===== src/rtl/sram_ctl_pkg.sv =====
// Shared SRAM controller types and default sizing, also used by cache_manager_zgy.
package sram_ctl_pkg;

    localparam int unsigned NUM_OF_PORTS      = 16;
    localparam int unsigned DES_WIDTH         = 4;
    localparam int unsigned NUM_OF_PRIORITIES = 8;
    localparam int unsigned PRIORITY_WIDTH    = 3;

    typedef enum logic [1:0] {
        IDLE  = 2'd0,
        GRANT = 2'd1,
        XFER  = 2'd2
    } rd_state_t;

endpackage


===== src/rtl/sram_rd_prio_pick.sv =====
// Strict-priority encoder for one port: lowest set queue index wins.
module sram_rd_prio_pick
    import sram_ctl_pkg::*;
#(
    parameter int unsigned num_of_priorities = NUM_OF_PRIORITIES,
    parameter int unsigned priority_width    = PRIORITY_WIDTH
) (
    input  logic [num_of_priorities-1:0] req,
    output logic                         found_c,
    output logic [priority_width-1:0]    idx_c
);

    // Scan from the least urgent down so the most urgent set bit is written last.
    always_comb begin
        found_c = 1'b0;
        idx_c   = '0;
        for (int i = num_of_priorities - 1; i >= 0; i--) begin
            if (req[i]) begin
                found_c = 1'b1;
                idx_c   = priority_width'(i);
            end
        end
    end

endmodule


===== src/rtl/sram_rd_scheduler.sv =====
// Packet read scheduler: round-robin over ports, strict priority within a port.
// Optional watchdog on the transfer phase: define RD_SCHED_TIMEOUT_EN.
module sram_rd_scheduler
    import sram_ctl_pkg::*;
#(
    parameter int unsigned num_of_ports      = NUM_OF_PORTS,
    parameter int unsigned des_width         = DES_WIDTH,
    parameter int unsigned num_of_priorities = NUM_OF_PRIORITIES,
    parameter int unsigned priority_width    = PRIORITY_WIDTH
`ifdef RD_SCHED_TIMEOUT_EN
    ,
    parameter int unsigned timeout_cycles    = 4096
`endif
) (
    input  logic                                      clk,
    input  logic                                      rst,
    input  logic [num_of_ports*num_of_priorities-1:0] queue_nonempty,
    input  logic [num_of_ports-1:0]                   port_ready,
    input  logic                                      rd_ack,
    input  logic                                      pkt_done,
    output logic                                      rd_valid,
    output logic [des_width-1:0]                      rd_port,
    output logic [priority_width-1:0]                 rd_priority,
    output logic                                      busy
`ifdef RD_SCHED_TIMEOUT_EN
    ,
    output logic                                      timeout_err
`endif
);

    rd_state_t                 state;
    rd_state_t                 state_next;
    logic [des_width-1:0]      rr_ptr;

    logic [num_of_ports-1:0]   found;
    logic [num_of_ports-1:0]   eligible_c;
    logic [priority_width-1:0] prio_idx [num_of_ports];

    logic                      win_found_c;
    logic [des_width-1:0]      win_port_c;
    logic [priority_width-1:0] win_prio_c;
    logic [des_width-1:0]      cand;
    logic                      tmo_hit_c;

    for (genvar p = 0; p < num_of_ports; p++) begin : g_port
        sram_rd_prio_pick #(
            .num_of_priorities (num_of_priorities),
            .priority_width    (priority_width)
        ) u_pick (
            .req     (queue_nonempty[p*num_of_priorities +: num_of_priorities]),
            .found_c (found[p]),
            .idx_c   (prio_idx[p])
        );
        assign eligible_c[p] = port_ready[p] & found[p];
    end

    // Round-robin search starting at rr_ptr; index arithmetic wraps at 2^des_width.
    always_comb begin
        win_found_c = 1'b0;
        win_port_c  = '0;
        win_prio_c  = '0;
        cand        = '0;
        for (int k = 0; k < num_of_ports; k++) begin
            cand = rr_ptr + des_width'(k);
            if (!win_found_c && eligible_c[cand]) begin
                win_found_c = 1'b1;
                win_port_c  = cand;
                win_prio_c  = prio_idx[cand];
            end
        end
    end

`ifdef RD_SCHED_TIMEOUT_EN
    localparam int unsigned TMO_W = $clog2(timeout_cycles + 1);

    logic [TMO_W-1:0] tmo_cnt;

    // Fires on the cycle that completes timeout_cycles in XFER; pkt_done wins a tie.
    assign tmo_hit_c = (state == XFER) && !pkt_done
                     && (tmo_cnt == TMO_W'(timeout_cycles - 1));

    always_ff @(posedge clk) begin
        if (rst) begin
            tmo_cnt     <= '0;
            timeout_err <= 1'b0;
        end else begin
            timeout_err <= tmo_hit_c;
            if (state != XFER) begin
                tmo_cnt <= '0;
            end else begin
                tmo_cnt <= tmo_cnt + TMO_W'(1);
            end
        end
    end
`else
    assign tmo_hit_c = 1'b0;
`endif

    always_ff @(posedge clk) begin
        if (rst) begin
            state <= IDLE;
        end else begin
            state <= state_next;
        end
    end

    always_comb begin
        state_next = state;
        case (state)
            IDLE:    if (win_found_c)            state_next = GRANT;
            GRANT:   if (rd_ack)                 state_next = XFER;
            XFER:    if (pkt_done || tmo_hit_c)  state_next = IDLE;
            default:                             state_next = IDLE;
        endcase
    end

    // Outputs follow the next state so they line up with the state register.
    always_ff @(posedge clk) begin
        if (rst) begin
            rd_valid    <= 1'b0;
            busy        <= 1'b0;
            rd_port     <= '0;
            rd_priority <= '0;
            rr_ptr      <= '0;
        end else begin
            rd_valid <= (state_next == GRANT);
            busy     <= (state_next != IDLE);
            if (state == IDLE && win_found_c) begin
                rd_port     <= win_port_c;
                rd_priority <= win_prio_c;
                rr_ptr      <= win_port_c + des_width'(1);
            end
        end
    end

endmodule


===== config.mk =====
export PLATFORM = sky130hd
export DESIGN_NAME = sram_rd_scheduler
export DESIGN_NICKNAME = d
export VERILOG_FILES = /design/src/rtl/sram_ctl_pkg.sv /design/src/rtl/sram_rd_prio_pick.sv /design/src/rtl/sram_rd_scheduler.sv
export SDC_FILE = /design/constraint.sdc
export NUM_CORES = 1
export LEC_CHECK = 0
export BUFFER_PORTS_ARGS = -buffer_cell sky130_fd_sc_hd__buf_2
export CAP_MARGIN = 5
export CORE_MARGIN = 5
export CORE_UTILIZATION = 58
export DETAILED_ROUTE_END_ITERATION = 10
export PLACE_DENSITY_LB_ADDON = 0.15
export SLEW_MARGIN = 20
export SYNTH_ARGS = -nofsm -noshare
export SYNTH_HDL_FRONTEND = slang
export SYNTH_HIERARCHICAL = 1
export SYNTH_SLANG_ARGS = --single-unit

===== constraint.sdc =====
create_clock -name clk -period 5 [get_ports clk]
set_clock_uncertainty 0.1 [all_clocks]
set_input_delay 1 -clock clk [delete_from_list [all_inputs] [get_ports clk]]
set_output_delay 1 -clock clk [all_outputs]
set_load 0.02 [all_outputs]

; ---- After elaboration in Yosys (flattened, before gate mapping)
; Cells that the tools add are included.
[word_totals]
register_bits = 15
out_inout_bits = 9
input_bits = 148
wordCells = 510
[op_classes]
mux = 388
order_cmp = 32
bitwise_logic = 32
n_addsub = 16
eq_ne = 3
reduce_logical = 33
[ops]
columns = cell, count
row1 = two-way mux 3 bit, 176
row2 = binary-select mux 3 bit (select 4 bit), 16
row3 = two-way mux 1 bit, 160
row4 = "greater-or-equal comparator 5 bit, second input constant", 16
row5 = "< comparator 4 x 5 -> 1 bit, second input constant", 16
row6 = NOT 4 -> 5 bit, 16
row7 = binary-select mux 1 bit (select 4 bit), 16
row8 = two-way mux 4 bit, 16
row9 = "adder 4 bit, second input constant", 8
row10 = "adder 4 x 3 -> 4 bit, second input constant", 4
row11 = AND 1 bit, 16
row12 = logical AND 1 bit, 16
row13 = logical NOT 1 bit, 15
row14 = "adder 4 x 1 -> 4 bit, second input constant", 2
row15 = "adder 4 x 2 -> 4 bit, second input constant", 2
row16 = two-way mux 2 bit, 3
row17 = case mux 2 bit (3 select lines), 1
row18 = "== test 2 x 1 -> 1 bit, second input constant", 2
row19 = "== test 2 bit, second input constant", 1
row20 = logical NOT 2 bit, 1
row21 = nonzero test 2 bit, 1

; ---- Longest topological paths before layout
[logic_depth]
depth_word = 60
depth_mapped = 21
depth_no_buf = 14

; ---- Cells and area by module
; The synthesis kept the hierarchy.
[by_module_without_submodules]
columns = module, instances, cells_each, seq_area_each_um2, area_per_inst_um2
row1 = sram_rd_scheduler, 1, 753, 300.3, 6062.1
row2 = sram_rd_prio_pick, 16, 13, 0.0, 80.1

; ---- Worst setup path before layout
; OpenSTA, ideal clock, no wires.
[synth_timing]
path_type = reg2reg
from = register rr_ptr[1]
to = register rr_ptr[2]
required_ps = 4814
setup_ps = 86
t_arrival_ps = 4367
period_less_slack_ps = 4553
setup_slack_ps = 447
stages_incl_launch_ff = 20
n_path_buf = 6
path_cell_list = dfxtp_1 > buf_2 > inv_1 > clkbuf_1 > buf_2 > ha_1 > buf_2 > inv_2 > buf_2 > mux4_2 > mux2i_1 > nand2_1 > or3_1 > or2_1 > clkbuf_1 > nand4b_1 > o31a_1 > ha_1 > xnor2_1 > a211oi_1
[synth_between]
elab_chain_len = 49
word_cells_on_any_way = 111
cone_classes = add/sub: 16 / mux: 64 / reduce/logical: 31
[synth_rtl]
columns = element, line_no
row1 = start: declaration, sram_rd_scheduler.sv:33  ; logic [des_width-1:0] rr_ptr;
row2 = start signal: assignment, sram_rd_scheduler.sv:131  ; rr_ptr <= win_port_c + des_width'(1);
row3 = "parallel branches: the longest is 47 deep, another holds adder 4 x 1 -> 4 bit", n/a
row4 = two-way mux 4 bit *, sram_rd_scheduler.sv:65  ; if (!win_found_c && eligible_c[cand]) begin
row5 = named net win_port_c[0], sram_rd_scheduler.sv:40  ; logic [des_width-1:0] win_port_c;
row6 = adder 4 x 1 -> 4 bit *, sram_rd_scheduler.sv:131
; Mark *: on every way through the listed nets, which the timed path passes. The select of a mux whose other input is x is not followed.
; A chain may end at the register's enable or synchronous reset.

; ---- Final worst setup path
[layout_timing]
from = input queue_nonempty[93]
to = register rr_ptr[3]
[layout_between]
elab_chain_len = 56
word_cells_on_any_way = 103
cone_classes = add/sub: 1 / mux: 70 / bitwise: 1 / reduce/logical: 31
[layout_rtl]
columns = element, line_no
row1 = start: declaration, sram_rd_scheduler.sv:17  ; input logic [num_of_ports*num_of_priorities-1:0] queue_nonempty,
row2 = two-way mux 1 bit * (6 in series), sram_rd_prio_pick.sv:18  ; if (req[i]) begin
row3 = named net found[11], sram_rd_scheduler.sv:35  ; logic [num_of_ports-1:0] found;
row4 = AND 1 bit *, sram_rd_scheduler.sv:54  ; assign eligible_c[p] = port_ready[p] & found[p];
row5 = binary-select mux 1 bit (select 4 bit), sram_rd_scheduler.sv:65
row6 = two-way mux 1 bit (implied by the code), sram_rd_scheduler.sv:65
row7 = two-way mux 1 bit, sram_rd_scheduler.sv:65
row8 = logical NOT 1 bit, sram_rd_scheduler.sv:65
row9 = logical AND 1 bit, sram_rd_scheduler.sv:65
row10 = (+36 left out), n/a
row11 = two-way mux 1 bit, sram_rd_scheduler.sv:65
row12 = logical NOT 1 bit, sram_rd_scheduler.sv:65
row13 = logical AND 1 bit, sram_rd_scheduler.sv:65
row14 = two-way mux 1 bit, sram_rd_scheduler.sv:65
row15 = logical NOT 1 bit, sram_rd_scheduler.sv:65
row16 = logical AND 1 bit, sram_rd_scheduler.sv:65
row17 = two-way mux 4 bit / two-way mux 1 bit (equally long branches), sram_rd_scheduler.sv:65
row18 = adder 4 x 1 -> 4 bit / logical AND 1 bit (equally long branches), "sram_rd_scheduler.sv:131, sram_rd_scheduler.sv:128"
; The timed path passes the listed nets; every way through them passes the cells marked *. The select of a mux whose other input is x is not followed.

==> reports/qor.txt <==
VDD IR max = 350 uV
vias in the first global route = 8,287
DRT iter0 DRCs = 1,075
GRT Util Overall = 0.382
Fmax achieved = 212 MHz
Top Usage Layer GRT = met2
largest cells by area after synthesis = mux4_2 23%, nand2_1 6.7%, mux2i_1 6.7%
die span in y = 123 um
area share of fa/ha/maj cells after synthesis = 0.0136
Final Max Slew Viols = 0
Placed Cells = 1,300
setup repair after global routing missed its margin = false
# rows = 41
CP Data Required Time = 5070 ps
grt total ovfl = 0
synth warn = 6
GRT met2 Usage = 0.613
ANT cells = 0
Initial DRT Pass Iterations = 7
largest net degree at the start of global routing = 91
Post-Synthesis Net Count = 1,117
DRC viols = 0
Worst-Margin Slew = 1000 ps
Static Leak = 3.51 nW
startpoint class of the critical path = input pin
nets = 1,291
cell area after synthesis = 0.00734 mm^2
IO Port Bufs = 156
crit path max fanout = 6
Clock Tree Root = clkbuf_16
Fin. Hold Viols = 0
CTS sink count = 15
async set-or-reset flop fraction in the synthesized netlist = 0
clock-pin slew on the worst setup and hold paths = 40 ps
final wirelength = 28,900 um
average size of a mapped cell = 7.64 um^2
area leader, netlist = mux4_2
post-route ant nets = 0
register area share after synthesis = 0.0409
global-route wire length before repair = 44,800 um
I/O pin count = 157
area growth from synthesis to layout = 18.5%
post-synthesis compound-gate area fraction = 0.282
largest family of logic cells by synthesized area = multiplexers
run status = completed
post-route setup TNS = 0 ps
endpoint class of the critical path = register
DR vias/cell = 6.93
routed length per instance = 22.1 um
Synth Register Bits = 15
count leader, synth = nand2_1
Max Cap Viol = 0
Post-synth EDFFs = 0
multiplexer area fraction after synthesis = 0.313
Slew HR = 0.326
Main synth FF type = dfxtp_1
H-tree depth = 1
Worst Path Class, Setup = input pin to register
CTS Buf Count = 3
pwr dens = 726 mW/mm^2
pre-CTS WS = -0.843 ps
CORE AREA = 0.0125 mm^2
Clk Latency, worst-skew pair = 240 ps
Netlist cell types = 78
final setup fails = 0
CTS tree = done
post-synthesis simple-gate area fraction = 0.272
cts-stage hold buffer count = 0
Max Root-Sink Buffers = 2
met3 global-route usage = 0.0700
RD Place Congestion = 1.06
setup ws final = 291 ps
Initial Util = 0.587
post-synthesis xor/xnor area fraction = 0.0233
HPWL Detailed = 24,200 um
met1 Track Usage GR = 0.509
final instance count without filler cells = 1,306
DIE AREA = 0.0150 mm^2
Die W = 123 um
Crit path arrival time = 4780 ps
Final period util = 0.942
worst min path class = register to register
initial antenna violation count = 0
Vias = 9,057
min cycle time layout = 4710 ps
Syn Inst Count = 961
Synth top area share = 0.230
Commonest cells post-synth = 132 x nand2_1, 100 x nor2_1, 75 x mux4_2
share of layout cells above drive strength 1 = 0.310
## final timing paths
path / from / end / slack (ps) / cells past startpoint
min reg2reg: rd_port[0] / rd_port[0] / 360 / 2
max reg2reg: rr_ptr[1] / rr_ptr[2] / 460 / 14
min: rd_port[0] / rd_port[0] / 360 / 2
max: queue_nonempty[93] / rr_ptr[3] / 290 / 15
## layout make-up
type                    instances  area, um^2
flip-flops and latches         15         305
fillers                      1148        3810
clock buffers                   4        78.8
well taps                     172         215
repair buffers                231        1360
multi-input cells             857        6650
inverters                      27         101
## worst max-delay path, cell delays in order
cell and delay, ps:
buf_2 110, nor4_1 390, nand2_1 160, nand2_1 270
o21ai_1 150, mux4_2 490, mux2_4 320, or4b_1 570
buf_4 190, o32a_1 170, o22ai_1 160, o32ai_1 150
buf_4 180, a311o_1 300, a31oi_1 150
## logic make-up after synthesis
logic type | Yosys count
compound gates | 304
xor+xnor | 17
fa+ha+maj | 8
buf+inv | 89
flops | 15
mux | 134
simple gates | 394
## placed cells by master, fill, tap and decap left out, types with 4 or more instances in the layout
| cell | Yosys | layout |
|---|---|---|
| buf_2 | 17 | 156 |
| nand2_1 | 132 | 132 |
| nor2_1 | 100 | 100 |
| mux4_2 | 75 | 75 |
| buf_4 | 6 | 74 |
| a21oi_1 | 62 | 62 |
| o21ai_0 | 58 | 58 |
| mux2i_1 | 49 | 49 |
| nor2b_1 | 32 | 32 |
| a211oi_1 | 31 | 31 |
| nand3_1 | 27 | 27 |
| inv_1 | 23 | 23 |
| o21bai_1 | 22 | 22 |
| nor4_1 | 18 | 18 |
| and2_1 | 16 | 16 |
| o41ai_1 | 16 | 16 |
| nor4_2 | 16 | 16 |
| o22ai_1 | 14 | 14 |
| o211ai_1 | 13 | 13 |
| dfxtp_1 | 15 | 13 |
| a211o_1 | 11 | 11 |
| xnor2_1 | 10 | 10 |
| o2111ai_1 | 10 | 10 |
| nand4_1 | 10 | 10 |
| nor3_1 | 11 | 10 |
| mux2_2 | 8 | 8 |
| a311oi_1 | 8 | 8 |
| ha_1 | 8 | 8 |
| a31oi_1 | 7 | 7 |
| nand2b_1 | 6 | 6 |
| nand4b_1 | 4 | 4 |
| o21ai_1 | 4 | 4 |
| xor2_1 | 4 | 4 |
| a311o_1 | 4 | 4 |
| a221oi_1 | 4 | 4 |
| o221ai_1 | 4 | 4 |
## flip-flops by register name (all words and copies together) (netlist names)
| signal | count |
|---|---|
| busy | 1 |
| rd_port | 4 |
| rd_valid | 1 |
| state | 2 |
| rr_ptr | 4 |
| rd_priority | 3 |
## report_power, final
group	total [W]	switching, W	leakage [nW]	internal, W
Sequential	0.000196	0.0000368	0.125	0.000160
Combinational	0.00597	0.00353	3.35	0.00244
Clock	0.000149	0.0000419	0.0382	0.000107
Total	0.00632	0.00361	3.51	0.00271
## per-layer routing
layer  part of all wire  up-vias
met5                  0        -
met4              0.056        0
met3               0.11      115
met2               0.45      628
met1               0.38     4173
li1                   -     4141
## what timing repair did
action | CTS | global route
buffers inserted | 0 | 2
gates resized for setup | 0 | 1
endpoints found under the setup margin | 0 | 5
## per-stage QoR
step / power [W] / hold slack (ps) / utilization / instance area (um^2)
2_1_floorplan: 0.00411 / 391 / - / 7340
3_3_place_gp: 0.00594 / 345 / 0.688 / 8610
3_5_place_dp: 0.00594 / 351 / 0.688 / 8610
4_1_cts: 0.00611 / 357 / 0.694 / 8680
5_1_grt: 0.00669 / 367 / 0.695 / 8700
6_report: 0.00632 / 357 / 0.695 / 8700
Power figures use the tool's default switching activity.
